**config.mk**
```make
export PLATFORM = sky130hd
export DESIGN_NAME = debounce_scheduler
export DESIGN_NICKNAME = d
export VERILOG_FILES = /design/src/rtl/debounce_scheduler.sv
export SDC_FILE = /design/constraint.sdc
export NUM_CORES = 1
export LEC_CHECK = 0
export BUFFER_PORTS_ARGS = -buffer_cell sky130_fd_sc_hd__buf_2
export CAP_MARGIN = 20
export CORE_MARGIN = 2
export CORE_UTILIZATION = 60
export CTS_CLUSTER_DIAMETER = 40
export DETAILED_ROUTE_END_ITERATION = 7
export GPL_TIMING_DRIVEN = 0
export PLACE_DENSITY = 0.77
export SETUP_SLACK_MARGIN = 0.1
export SLEW_MARGIN = 20
export SYNTH_ARGS = -nofsm -noshare
export SYNTH_HDL_FRONTEND = slang
export SYNTH_SLANG_ARGS = --single-unit
export TNS_END_PERCENT = 50
```
**constraint.sdc**
```tcl
create_clock -name clk -period 3.9 [get_ports clk]
set_clock_uncertainty 0.05 [all_clocks]
set_input_delay 0.195 -clock clk [delete_from_list [all_inputs] [get_ports clk]]
set_output_delay 0.195 -clock clk [all_outputs]
set_load 0.01 [all_outputs]
```
**src/rtl/debounce_scheduler.sv**
```systemverilog
// rtl/debounce_scheduler.sv - shared-timer debouncer for N_CH noisy inputs
// One hold counter is granted round-robin to channels whose synchronised input differs from the stable value.
module debounce_scheduler #(
  parameter int N_CH        = 4,
  parameter int CH_W        = 2,
  parameter int CNT_W       = 20,
  parameter int HOLD_CYCLES = 1048575
) (
  input  logic            clk,
  input  logic            reset,
  input  logic [N_CH-1:0] noisy,
  input  logic            enable,
  output logic [N_CH-1:0] debounced,
  output logic            change_pulse,
  output logic [CH_W-1:0] change_ch,
  output logic            busy,
  output logic [CH_W-1:0] active_ch
);

  typedef enum logic {IDLE, COUNT} state_t;

  localparam logic [CNT_W-1:0] CNT_LAST = CNT_W'(HOLD_CYCLES - 1);
  localparam logic [CH_W-1:0]  CH_LAST  = CH_W'(N_CH - 1);

  state_t          state, state_nxt;
  logic [N_CH-1:0] sync1, sync2, req, debounced_nxt;
  logic [CNT_W-1:0] cnt, cnt_nxt;
  logic [CH_W-1:0] ptr, ptr_nxt, grant_ch, active_ch_nxt, change_ch_nxt, after_active;
  logic            grant_found, busy_nxt, pulse_nxt;

  function automatic logic [CH_W-1:0] rr_idx(input logic [CH_W-1:0] base, input int off);
    int s;
    s = int'(base) + off;
    if (s >= N_CH) s = s - N_CH;
    return CH_W'(s);
  endfunction

  assign req          = sync2 ^ debounced;
  assign after_active = (active_ch == CH_LAST) ? '0 : active_ch + 1'b1;

  // First requesting channel at or after ptr, wrapping modulo N_CH.
  always_comb begin
    grant_found = 1'b0;
    grant_ch    = '0;
    for (int i = 0; i < N_CH; i++) begin
      if (!grant_found && req[rr_idx(ptr, i)]) begin
        grant_found = 1'b1;
        grant_ch    = rr_idx(ptr, i);
      end
    end
  end

  always_comb begin
    state_nxt     = state;
    cnt_nxt       = cnt;
    ptr_nxt       = ptr;
    active_ch_nxt = active_ch;
    busy_nxt      = busy;
    pulse_nxt     = 1'b0;
    change_ch_nxt = change_ch;
    debounced_nxt = debounced;
    case (state)
      IDLE: begin
        if (enable && grant_found) begin
          state_nxt     = COUNT;
          active_ch_nxt = grant_ch;
          cnt_nxt       = '0;
          busy_nxt      = 1'b1;
        end
      end
      COUNT: begin
        if (!enable) begin
          state_nxt = IDLE;
          busy_nxt  = 1'b0;
          cnt_nxt   = '0;
        end else if (sync2[active_ch] == debounced[active_ch]) begin
          state_nxt = IDLE;
          busy_nxt  = 1'b0;
          cnt_nxt   = '0;
          ptr_nxt   = after_active;
        end else if (cnt == CNT_LAST) begin
          debounced_nxt[active_ch] = sync2[active_ch];
          pulse_nxt     = 1'b1;
          change_ch_nxt = active_ch;
          state_nxt     = IDLE;
          busy_nxt      = 1'b0;
          cnt_nxt       = '0;
          ptr_nxt       = after_active;
        end else begin
          cnt_nxt = cnt + 1'b1;
        end
      end
      default: state_nxt = IDLE;
    endcase
  end

  always_ff @(posedge clk) begin
    if (!reset) begin
      state        <= IDLE;
      sync1        <= '0;
      sync2        <= '0;
      cnt          <= '0;
      ptr          <= '0;
      active_ch    <= '0;
      busy         <= 1'b0;
      change_pulse <= 1'b0;
      change_ch    <= '0;
      debounced    <= '0;
    end else begin
      state        <= state_nxt;
      sync1        <= noisy;
      sync2        <= sync1;
      cnt          <= cnt_nxt;
      ptr          <= ptr_nxt;
      active_ch    <= active_ch_nxt;
      busy         <= busy_nxt;
      change_pulse <= pulse_nxt;
      change_ch    <= change_ch_nxt;
      debounced    <= debounced_nxt;
    end
  end

endmodule

```
* After elaboration in Yosys (flattened, before gate mapping)
Cells that the tools add are included.
** Storage, ports and cells
- Register bits :: 41
- Bits of input ports :: 7
- Output and inout port bits :: 10
- Word-level logic and storage cells :: 99
** Cells by class
- Add/subtract/negate cells :: 9
- Order comparisons :: 10
- Equal/unequal tests :: 5
- Muxes and demuxes :: 46
- Bitwise operators :: 5
- Reduce and logical (&&, ||, !) cells :: 14
** Operators by type and width (number)
- $mux W20 :: 4
- $pmux W20 S2 :: 1
- $mux W2 :: 11
- $add A20 B1 Y20 const B :: 1
- $eq A20 B20 Y1 const B :: 1
- $mux W1 :: 20
- $lt A2 B3 Y1 const B :: 5
- $bmux W1 S2 :: 6
- $ge A3 B3 Y1 const B :: 3
- $sub A2 B1 Y2 const B :: 4
- $add A2 B2 Y3 const B :: 2
- $logic_and A1 B1 Y1 :: 5
- $bwmux W4 :: 1
- $ne A4 B2 Y1 const B :: 1
- $not A1 Y1 :: 4
- $pmux W1 S2 :: 2
- $reduce_and A2 Y1 :: 2
- $reduce_and A4 Y1 :: 1
- $reduce_or A4 Y1 :: 1
- $xor A4 B4 Y4 :: 1
- $add A2 B1 Y3 const B :: 1
- $ge A2 B3 Y1 const B :: 1
- $logic_not A1 Y1 :: 3
- $reduce_and A3 Y1 :: 1
- 7 further kinds :: 7

* Depth between registers and ports, before layout
- Depth after elaboration :: 17
- Gate-level depth with buffers :: 8
- Gate-level depth less buffers :: 7

* Worst setup path after synthesis
Ideal clock, no wire load.
- Kind :: register to register
- Start :: reg active_ch[0]
- End :: reg cnt[19]
- Library setup time :: 0.125 ns
- Arrival :: 1.904 ns
- Required time :: 3.725 ns
- Slack :: 1.820 ns
- Stages on the path, launching flop included :: 7
- Buffers on the path :: 1
- Clock period less this slack :: 2.080 ns
- Cells stage by stage :: dfxtp_1 > mux4_2 > xnor2_1 > a211oi_2 > o21ai_4 > buf_6 > a21oi_1
** On the way
- Longest elaborated chain between the ends :: 6
- Elaborated cells on any way between the ends :: 8
- Classes of those cells :: 1 x eq/ne; 7 x mux
** RTL lines
- start, declared :: RTL line 17 : output logic [CH_W-1:0] active_ch
- start signal, assigned :: RTL line 115 : active_ch <= active_ch_nxt;
- $bmux W1 S2 :: RTL line 76 : end else if (sync2[active_ch] == debounced[active_ch]) begin
- $mux W1 (not written as such) :: RTL line 76
- $eq A1 B1 Y1 (*) :: RTL line 76
- $mux W20 (*) :: RTL line 76
- $mux W20 (*) :: RTL line 72 : if (!enable) begin
- $pmux W20 S2 (*) :: RTL line 62 : case (state)
- end signal, assigned :: RTL line 113 : cnt <= cnt_nxt;
- end, declared :: RTL line 27 : logic [CNT_W-1:0] cnt, cnt_nxt;
Every way passes the cells marked *; elsewhere a longest branch is shown, timed or not. The select of a mux whose other input is x is not followed.
A chain may end at the register's enable or synchronous reset.

* Worst setup path after layout
Ends and elaborated chain as after synthesis.

==> metrics.txt <==
Sink Count=41; unrepaired setup endpoints after global routing=false; static power due to leakage=0.8285 nW; cell with the most instances after synthesis=sky130_fd_sc_hd__dfxtp_1; final-report max-slew violation count=0; Top-Level Pins=17; Congestion Overflow GR=0; distinct cell type count of the synthesized netlist=41; max cap viols=0; largest fanout on the critical path=10; top post-synthesis cells by area=sky130_fd_sc_hd__dfxtp_1 41%, sky130_fd_sc_hd__nand2_1 4.6%, sky130_fd_sc_hd__a21oi_1 4.0%, sky130_fd_sc_hd__xor2_1 4.0%, sky130_fd_sc_hd__ha_1 3.8%; data arrival at the endpoint of the critical path=about 2.5 ns; drt wl/cell=around 14 um; tightest hold margin=about 0.084 ns; nature of the critical path startpoint=flip-flop; post-synthesis register bit count=41; power density over the cells=344.9 nW/um^2; aggregate negative setup slack=0 ns; clock slew at the register clock pins of the worst setup and hold paths=~0.13 ns; area fraction of the dominant cell type after synthesis=about 41%; Max H-tree Level=2; number of synthesized flops with an enable pin=0; hold buffer count at CTS=4; largest area contributor in the synthesized netlist=sky130_fd_sc_hd__dfxtp_1; First DRT Iteration DRCs=84; Fmax=approximately 430 MHz; via density per instance=around 5.8; sequential cell area fraction in the yosys report=between 40 and 50%; pin count of the biggest net entering global routing=15; floorplan die area=~3800 sq um; Vias=~1700; final RePlAce weighted congestion=0.9215; final-report hold violation count=0; core box area=around 3100 sq um; CTS tree=done; first-pass GRT wire length=roughly 6900 um; share of layout cells above drive strength 1=between 10% and 20%; most used standard cells in the synthesized netlist=41 x sky130_fd_sc_hd__dfxtp_1, 24 x sky130_fd_sc_hd__nand2_1, 16 x sky130_fd_sc_hd__a21oi_1; synthesized netlist net count=230; Hold WC Path Type=primary input to flip-flop; result of the run=completed; master cell of the clock root buffer=sky130_fd_sc_hd__clkbuf_4; Post-Syn Instances=217; dominant synthesized flop cell=sky130_fd_sc_hd__dfxtp_1; total internal power=~0.59 mW; WS Path Type=flip-flop to flip-flop; shortest period the worst path allows=~2.3 ns; buffer depth of the longest clock path=2; count of TritonRoute iterations in the first routing pass=4; post-detailed-route DRC marker count=0; Switching Power=0.1855 mW; final setup violation count=0; growth of design area from synthesis to finish=13.08%; die height=61.44 um; crit path capture type=flip-flop; yosys warns=0; maximum resistive drop on vdd=between 0.2 and 0.3 mV; via count of the first global-routing pass=between 1500 and 2000; antenna violations before repair=0; share of power burned in registers=between 50% and 60%; Post-Syn Area per Cell=about 9 sq um; nets@finish=about 260; fraction of power spent switching nets=about a quarter; DPL Wire Length=about 3000 um; power share of the clock group=36.8%; later-pin clock latency in the skew report=between 0.3 and 0.4 ns; count of nets left with antenna violations after detail routing=0; slew of the pin with the lowest slew margin=~0.60 ns; Period Utilization, post-route=about three fifths; Total Routed Length=just over 4000 um; Post-CTS Setup Inserts=0; total CTS buffers=5; diode count=0; die boundary width=61.44 um; Post-CTS Resized=0; required time reported for the critical path endpoint=around 4 ns; worst-case headroom to the max-slew limit=slightly below 60%; mapped cell area=just under 2000 sq um; fraction of registers with async set/reset=0%; Gate power share=~7.2%; Initial Utilization=63.79%; buffers added on ports=16; global-route total usage across every layer=around a quarter; row count=20
critical path: stages (launching register included):
cell and delay, ns:
sky130_fd_sc_hd__dfxtp_1 0.56, sky130_fd_sc_hd__mux4_2 0.62, sky130_fd_sc_hd__xnor2_1 0.31, sky130_fd_sc_hd__a211oi_2 0.09, sky130_fd_sc_hd__o21ai_4 0.33, sky130_fd_sc_hd__buf_6 0.19, sky130_fd_sc_hd__a21oi_1 0.05
power groups by stage:
| stage | Clock, mW | Combinational (mW) | Sequential [mW] |
|---|---|---|---|
| after floorplan | 0 | 0.0378 | 0.440 |
| after CTS | 0.287 | 0.0557 | 0.432 |
| after global placement | 0 | 0.0503 | 0.441 |
| final | 0.284 | 0.0557 | 0.432 |
| after global routing | 0.302 | 0.0615 | 0.433 |
| after detailed placement | 0 | 0.0523 | 0.441 |
sequential cells by signal, summed over array words and instances, names as in the netlist:
signal,count
state,1
change_pulse,1
active_ch,2
sync2,4
debounced,4
sync1,4
ptr,2
busy,1
change_ch,2
cnt,20
area by class of cell:
cell class	instances	area [sq um]
clock buffers	5	37.54
well taps	44	55.05
inverters	10	37.54
multi-input cells	159	1056
flip-flops and latches	41	820.8
fillers	265	864.6
plain buffers	7	65.06
repair buffers	20	120.1
clock inverters	3	46.29
metrics by stage:
| step | worst slack [ns] | cell area [sq um] | instances | util, % | total power, mW |
|---|---|---|---|---|---|
| after floorplan | 1.820 | 1979 | 217 | - | 0.4782 |
| after global placement | 1.678 | 2115 | 277 | 68.15 | 0.4911 |
| after CTS | 1.592 | 2238 | 289 | 72.14 | 0.7744 |
| after global routing | 1.428 | 2238 | 289 | 72.14 | 0.7972 |
| after detailed placement | 1.629 | 2115 | 277 | 68.15 | 0.4937 |
| final | 1.588 | 2238 | 289 | 72.14 | 0.7720 |
final timing paths:
path / from / end / slack [ns] / cells after the start
worst max-delay path: active_ch[0]$_SDFFE_PN0P_ / cnt[19]$_SDFFE_PN0P_ / 1.59 / 6
worst min-delay path: reset / change_ch[1]$_SDFFE_PN0P_ / 0.08 / 3
worst max register to register: active_ch[0]$_SDFFE_PN0P_ / cnt[19]$_SDFFE_PN0P_ / 1.59 / 6
worst min register to register: sync1[2]$_SDFF_PN0_ / sync2[2]$_SDFF_PN0_ / 0.41 / 1
per-layer routing:
metal	global-route usage [%]	wire [um]	vias to the layer above
met2	45.59	2120	47
met3	5.672	202	9
li1	-	-	826
met5	0	0	-
met4	11.25	86	0
met1	28.22	1745	791
cells in the final DEF (no fill, tap or decap), drive strengths merged, types with 2 or more instances in the layout:
| cell type | Yosys | routed |
|---|---|---|
| dfxtp | 41 | 41 |
| nand2 | 24 | 24 |
| buf | 3 | 19 |
| a21oi | 17 | 17 |
| o21ai | 16 | 16 |
| nor2 | 14 | 14 |
| inv | 10 | 10 |
| and2 | 9 | 9 |
| xor2 | 9 | 9 |
| or3 | 9 | 9 |
| clkbuf | 4 | 9 |
| nand3 | 7 | 7 |
| xnor2 | 6 | 6 |
| o211ai | 6 | 6 |
| ha | 6 | 6 |
| mux2i | 5 | 5 |
| dlygate4sd3 | 0 | 4 |
| nand4 | 3 | 3 |
| o31ai | 3 | 3 |
| nor3 | 3 | 3 |
| and3 | 3 | 3 |
| or4 | 2 | 2 |
| mux4 | 2 | 2 |
| o2111ai | 2 | 2 |
cells by family after synthesis:
family	after synthesis	synth area share [%]
AO/OA/AOI/OAI	52	17.38
XOR/XNOR	15	6.637
adder cells (fa/ha/maj)	6	3.793
buffers and inverters	17	5.184
flip-flops	41	41.47
multiplexers	7	4.804
AND/OR/NAND/NOR	79	20.73
No activity file was read; power rests on OpenSTA's default activity.
